<file path="src/rtl/cp0_exc_handler.sv">
// CP0 exception/interrupt sink at the end of the M stage.
// Ports: clk, reset (sync, active-low), A1/DOut mfc0, A2/DIn/WE mtc0,
//   PC_M/BD_M/ExcCode_M/HWInt/EXLClr event inputs, IntReq, EPC_out.
module cp0_exc_handler #(
    parameter logic [31:0] PRID_VAL = 32'h4D495053,
    parameter logic [31:0] EPC_MASK = 32'hFFFFFFFC
) (
    input  logic        clk,
    input  logic        reset,
    input  logic [4:0]  A1,
    input  logic [4:0]  A2,
    input  logic [31:0] DIn,
    input  logic        WE,
    input  logic [31:0] PC_M,
    input  logic        BD_M,
    input  logic [4:0]  ExcCode_M,
    input  logic [5:0]  HWInt,
    input  logic        EXLClr,
    output logic        IntReq,
    output logic [31:0] EPC_out,
    output logic [31:0] DOut
);

    typedef enum logic {
        NORMAL  = 1'b0,
        HANDLER = 1'b1
    } state_t;

    state_t      state;
    state_t      state_nx;
    logic [5:0]  im;
    logic        ie;
    logic        bd;
    logic [5:0]  ip;
    logic [4:0]  exccode;
    logic [31:0] epc;

    logic        exl;
    logic        int_pend;
    logic        exc_pend;
    logic        wr_sr;
    logic        wr_epc;
    logic [31:0] pc_adj;
    logic [31:0] sr;
    logic [31:0] cause;

    assign exl      = (state == HANDLER);
    assign int_pend = (|(HWInt & im)) & ie & ~exl;
    assign exc_pend = (ExcCode_M != 5'd0) & ~exl;
    assign IntReq   = int_pend | exc_pend;
    assign wr_sr    = WE & (A2 == 5'd12);
    assign wr_epc   = WE & (A2 == 5'd14);
    // Delay-slot instructions restart at the branch; wraps modulo 2^32.
    assign pc_adj   = BD_M ? (PC_M - 32'd4) : PC_M;
    assign sr       = {16'b0, im, 8'b0, exl, ie};
    assign cause    = {bd, 15'b0, ip, 3'b0, exccode, 2'b0};
    assign EPC_out  = epc;

    // EXL lives in the state register; mtc0 SR can set or clear it,
    // and eret wins over an mtc0 in the same cycle.
    always_comb begin
        state_nx = state;
        if (IntReq) begin
            state_nx = HANDLER;
        end else begin
            if (wr_sr) begin
                state_nx = DIn[1] ? HANDLER : NORMAL;
            end
            if (EXLClr) begin
                state_nx = NORMAL;
            end
        end
    end

    always_comb begin
        DOut = 32'h0;
        case (A1)
            5'd12:   DOut = sr;
            5'd13:   DOut = cause;
            5'd14:   DOut = epc;
            5'd15:   DOut = PRID_VAL;
            default: DOut = 32'h0;
        endcase
    end

    always_ff @(posedge clk) begin
        if (!reset) begin
            state <= NORMAL;
        end else begin
            state <= state_nx;
        end
    end

    always_ff @(posedge clk) begin
        if (!reset) begin
            im      <= 6'b0;
            ie      <= 1'b0;
            bd      <= 1'b0;
            ip      <= 6'b0;
            exccode <= 5'b0;
            epc     <= 32'h0;
        end else begin
            ip <= HWInt;
            if (IntReq) begin
                exccode <= int_pend ? 5'd0 : ExcCode_M;
                bd      <= BD_M;
                epc     <= pc_adj & EPC_MASK;
            end else if (wr_sr) begin
                im <= DIn[15:10];
                ie <= DIn[0];
            end else if (wr_epc) begin
                epc <= DIn & EPC_MASK;
            end
        end
    end

endmodule

</file>
<file path="config.mk">
export PLATFORM = sky130hd
export DESIGN_NAME = cp0_exc_handler
export DESIGN_NICKNAME = d
export VERILOG_FILES = /design/src/rtl/cp0_exc_handler.sv
export SDC_FILE = /design/constraint.sdc
export NUM_CORES = 1
export LEC_CHECK = 0
export BUFFER_PORTS_ARGS = -buffer_cell sky130_fd_sc_hd__buf_2
export CAP_MARGIN = 20
export CORE_ASPECT_RATIO = 1.2
export CORE_MARGIN = 2
export CORE_UTILIZATION = 54
export CTS_BUF_LIST = sky130_fd_sc_hd__clkbuf_4
export DETAILED_ROUTE_END_ITERATION = 10
export HOLD_SLACK_MARGIN = 0.08
export PLACE_DENSITY = 0.89
export SETUP_SLACK_MARGIN = 0.4
export SYNTH_ARGS = -nofsm -noshare
export SYNTH_HDL_FRONTEND = slang
export SYNTH_SLANG_ARGS = --single-unit
</file>
<file path="constraint.sdc">
create_clock -name clk -period 6.32 [get_ports clk]
set_clock_uncertainty 0.1 [all_clocks]
set_input_delay 1.264 -clock clk [delete_from_list [all_inputs] [get_ports clk]]
set_output_delay 1.264 -clock clk [all_outputs]
set_load 0.05 [all_outputs]
</file>
* Yosys cells after proc, flatten, opt, wreduce, memory -nomap -nowiden *
Cells that the tools add are included.

word-level totals
  register bits after elaboration = 50
  input bits = 90
  output and inout bits = 65
  word-level logic and storage cells = 40

cells by class
  $add $sub $neg = 1
  equality and inequality tests = 7
  muxes and demuxes = 10
  bitwise gates (word level) = 9
  reductions and logical operators = 6

operator list
  cell                   count
  $mux 32                4
  $pmux 32 s4            1
  $sub 32x3->32 const B  1
  $eq 5x4->1 const B     6
  $and 6x6->6            1
  $reduce_or 6->1        1
  $and 1x1->1            5
  $mux 5                 1
  $reduce_bool 5->1      1
  $mux 1                 4
  $reduce_and 2->1       2
  $reduce_bool 3->1      1
  $ne 2x2->1 const B     1
  $not 1->1              2
  $reduce_bool 2->1      1
  $or 1x1->1             1

* Depth between registers and ports, before layout *
  word-level depth = 7
  gate-level depth with buffers = 7
  depth with buffers taken out = 6

* Least setup slack after synthesis *
Ideal clock, no wire load.

  path type = input -> output
  start point = input port A1[0]
  end point = output port DOut[12]
  data arrival time = 2804 ps
  data required time = 4956 ps
  setup slack = 2152 ps
  stages on the path = 3
  path buffers = 1
  cells stage by stage = buf_1 > a211oi_1 > nor3_1

on the way
  longest elaborated chain between the ends = 2
  elaborated cells between the ends (all ways) = 5
  those cells by class = eq/ne: 4; mux: 1

ends and longest elaborated chain
  what           line  RTL
  from (decl)    10    input logic [4:0] A1,
  $eq 5x4->1     77    case (A1)
  $pmux 32 s4 *  77
  to (decl)      21    output logic [31:0] DOut

Every way passes the cells marked *; elsewhere a longest branch is shown, timed or not.

* Final worst setup path *
  start point = input port HWInt[0]
  end point = output port IntReq

on the way
  longest elaborated chain between the ends = 5

ends and longest elaborated chain
  what                       line  RTL
  from (decl)                17    input logic [5:0] HWInt,
  $and 6x6->6                48    assign int_pend = (|(HWInt & im)) & ie & ~exl;
  $reduce_or 6->1            48
  $and 1x1->1 (2 in series)  48
  $or 1x1->1                 50    assign IntReq = int_pend | exc_pend;
  to (decl)                  19    output logic IntReq,

Every way passes these cells.

==> out/results.md <==
### Worst setup path
* im[0] — startpoint of the worst register-to-register path
* 3810 ps — R2R setup slack
* IntReq — capture point of the critical path
* 3370 ps — arrival time of the worst setup path
* sky130_fd_sc_hd__nor2_1 — critical path's slowest cell
* 32 — maximum fanout along the worst path
* EPC_out[12] — Crit Reg-Reg Endpoint
* primary output — Critical Path End Type
* buf_2 > a22oi_1 > a311oi_4 > buf_4 > nor2_1 > inv_1 > buf_4 > buf_2 — critical path cell sequence
* input pin — startpoint type of the worst setup path
* HWInt[0] — Crit. Startpoint
* 7 — Worst Reg-to-Reg Cells
* 4960 ps — Required @ worst endpoint
* 640 ps — highest cell delay on the worst timing path
* input pin to primary output — Critical Setup Path Class

### Logic synthesis
* sky130_fd_sc_hd__dfxtp_1, sky130_fd_sc_hd__mux2i_1, sky130_fd_sc_hd__nor4_1, sky130_fd_sc_hd__o31a_1, sky130_fd_sc_hd__o41ai_1 — ranking of synthesized cells by area
* 7.77 sq um — Post-Synthesis Mean Instance Area
* 50 — synthesized flop and latch total
* 468 — post-synthesis cell count
* 0.287 — share of synthesized cell area in and, or, nand and nor gates
* 0 — proportion of register bits with asynchronous set or reset after synthesis
* 3640 sq um — cell area after technology mapping
* 0.275 — fraction of post-synthesis cell area in the top cell type by area
* simple AND/OR/NAND/NOR gates — combinational family with the most area after synthesis
* 52 — Distinct cells, synth
* sky130_fd_sc_hd__dfxtp_1 — main flop type after synthesis
* 0.0169 — Synth Area in XOR/XNOR
* 0.00344 — adder-cell area share of the yosys netlist
* 0.275 — sequential fraction of the synthesis area
* sky130_fd_sc_hd__dfxtp_1 — cell type with the highest aggregate area in the netlist
* 0 — YS warnings
* 0 — EDFF count, synth
* 0.266 — compound-gate portion of the synthesized area
* 0.0578 — share of cell area taken by muxes after synthesis

### Floorplan
* 93.9 microns — Die Ht
* 78.9 microns — die extent in x
* 6490 sq um — Core Region
* 7410 sq um — Die Outline Area
* 0.561 — starting utilization of the core area
* 32 — number of rows in the core area
* 155 — count of pins on the block boundary

### Route
* 0 — number of antenna-violating nets in the routed design
* 6.25 — vias per std cell
* 4165 — routed vias
* 11400 microns — routed wire length
* 0 — number of design rule violations left after detail routing
* 6 — first-pass detailed-route iteration total
* 381 — detailed router's first-iteration violation count
* 17.1 microns — mean routed wirelength per cell

### Timing
* 0.276 — worst-case headroom to the max-slew limit
* 0 — setup-violating endpoint count in the final report
* 0 — final count of hold timing violations
* 211 MHz — max frequency
* 4730 ps — Tmin final
* 1080 ps — worst slew pin tran
* no — unrepaired setup endpoints after global routing
* 0 ps — Total Neg Setup Slack
* 0.749 — fin crit share
* 0 — final number of max-transition violations

### Run
* 0 — maxcap violations

### CTS
* 130 ps — clk slew on worst S/H paths
* 0 — post-CTS repair timing setup buffer count
* 0 — Gates resized, CTS repair
* 2 — Bufs on Longest Clock Path
* 5 — CTS Buf Count
* 2 — level count of the clock H-tree
* yes — CTS tree
* sky130_fd_sc_hd__clkbuf_4 — CTS root buffer
* 50 — sinks on the clock net
* 360 ps — clock insertion delay at the later pin of the skew report
* 0 — Hold Buf Count CTS

### Placed design
* 8450 microns — placed wire-length estimate
* 0.912 — final weighted congestion of routability-driven global placement
* 150 — Port-buffer cells

### Global routing
* 0 — initial antenna violation count
* 0 — overall overflow remaining after global route
* 3626 — via count of the first global-routing pass
* 17600 microns — wire length of the first global-routing pass
* 45 — pin count of the biggest net entering global routing
* 0.297 — overall global routing resource usage

### Layout
* 0.312 — share of post-route cells with drive strength above 1
* 565 — count of fill cells added during filler insertion
* 20.9% — signed area change from the synthesized netlist to the final layout
* 0 — diode count
* 672 — Post-layout nets
* 2330 sq um — multi-input logic area
* 1000 sq um — storage element area

### Pwr
* 0.000798 W — post-layout power
* 1.81 nW — LEAKAGE
* 181 nW/um^2 — pwr dens
* 0.0000953 V — Max IR drop VDD

### Min path
* flop to flop — path class of the lowest-slack min-delay path

### Run status
* finished, final reports clean — status

report_power, final:
group,internal (W),total (W),switching [W]
logic,0.0000817,0.000259,0.000177
registers,0.000339,0.000360,0.0000210
clock network,0.0000802,0.000180,0.0000994
total,0.000501,0.000798,0.000297
state kept, by name, summed over array words and instances, names as in the netlist:
| signal | count |
|---|---|
| exccode | 5 |
| ip | 6 |
| ie | 1 |
| exl | 1 |
| EPC_out | 30 |
| bd | 1 |
| im | 6 |
layer usage:
metal / vias up / track usage / routed length [microns] / part of all wire
met4: 0 / 0.0848 / 180 / 0.016
met3: 18 / 0.0385 / 975 / 0.085
met5: - / 0 / 0 / 0
li1: 1997 / - / - / -
met2: 201 / 0.519 / 5630 / 0.49
met1: 1949 / 0.381 / 4630 / 0.41
layout make-up:
class / count / area share
clock buffer: 5 / 0.00853
inverter: 27 / 0.0230
clock inverter: 2 / 0.00768
timing repair buffer: 155 / 0.179
multi-input combinational: 342 / 0.530
sequential: 50 / 0.228
tap: 85 / 0.0242
critical path, delay by kind of cell:
kind / cells / cell delay (ps)
buf+inv: 5 / 950
simple gates: 1 / 640
compound gates: 2 / 500
synth_stat cells (15+ instances only):
library cell               number
sky130_fd_sc_hd__a31oi_1       15
sky130_fd_sc_hd__a211oi_1      20
sky130_fd_sc_hd__inv_1         27
sky130_fd_sc_hd__nor4_1        32
sky130_fd_sc_hd__o41ai_1       18
sky130_fd_sc_hd__and2_1        18
sky130_fd_sc_hd__a21oi_1       16
sky130_fd_sc_hd__nand2_1       22
sky130_fd_sc_hd__dfxtp_1       50
sky130_fd_sc_hd__nor2_1        37
sky130_fd_sc_hd__mux2i_1       21
sky130_fd_sc_hd__clkbuf_1      40
sky130_fd_sc_hd__o31a_1        22
kinds of logic (layout without fill, tap and decap cells):
logic type,count (synthesis),after routing
other cells,1,2
fa+ha+maj,1,1
compound gates,130,130
flops,50,50
xor+xnor,7,7
mux,21,21
buf+inv,77,189
simple gates,181,181
through the flow:
stage / cells / setup slack (ps) / util / area, sq um / hold slack (ps)
finish: 666 / 1590 / 0.678 / 4400 / 390
detailed placement: 659 / 1630 / 0.667 / 4330 / 374
floorplan: 469 / 2150 / - / 3640 / 343
global placement: 659 / 1630 / 0.667 / 4330 / 354
global route: 666 / 1490 / 0.678 / 4400 / 401
CTS: 666 / 1620 / 0.678 / 4400 / 391
cells in the final DEF (no fill, tap or decap), drive strengths merged, types with 5 or more instances in the layout:
cell type and n:
a211oi 20, a21oi 16, a22oi 7, a31oi 15, and2 18, buf 155, clkbuf 5, dfxtp 50
inv 27, mux2i 21, nand2 23, nand3 6, nor2 37, nor3 8, nor4 32, o21ai 7
o31a 23, o31ai 12, o41ai 18, or3 15, or3b 6, or4 16, xnor2 5
worst min path at each step:
stage	endpoint	slack (ps)	cells past startpoint	start
finish	im[4]	390	2	im[4]
global placement	im[2]	350	2	im[2]
detailed placement	im[4]	370	2	im[4]
CTS	im[4]	390	2	im[4]
floorplan	im[4]	340	2	im[4]
global route	im[4]	400	2	im[4]
Note: power is estimated with default switching activity, not from simulation.
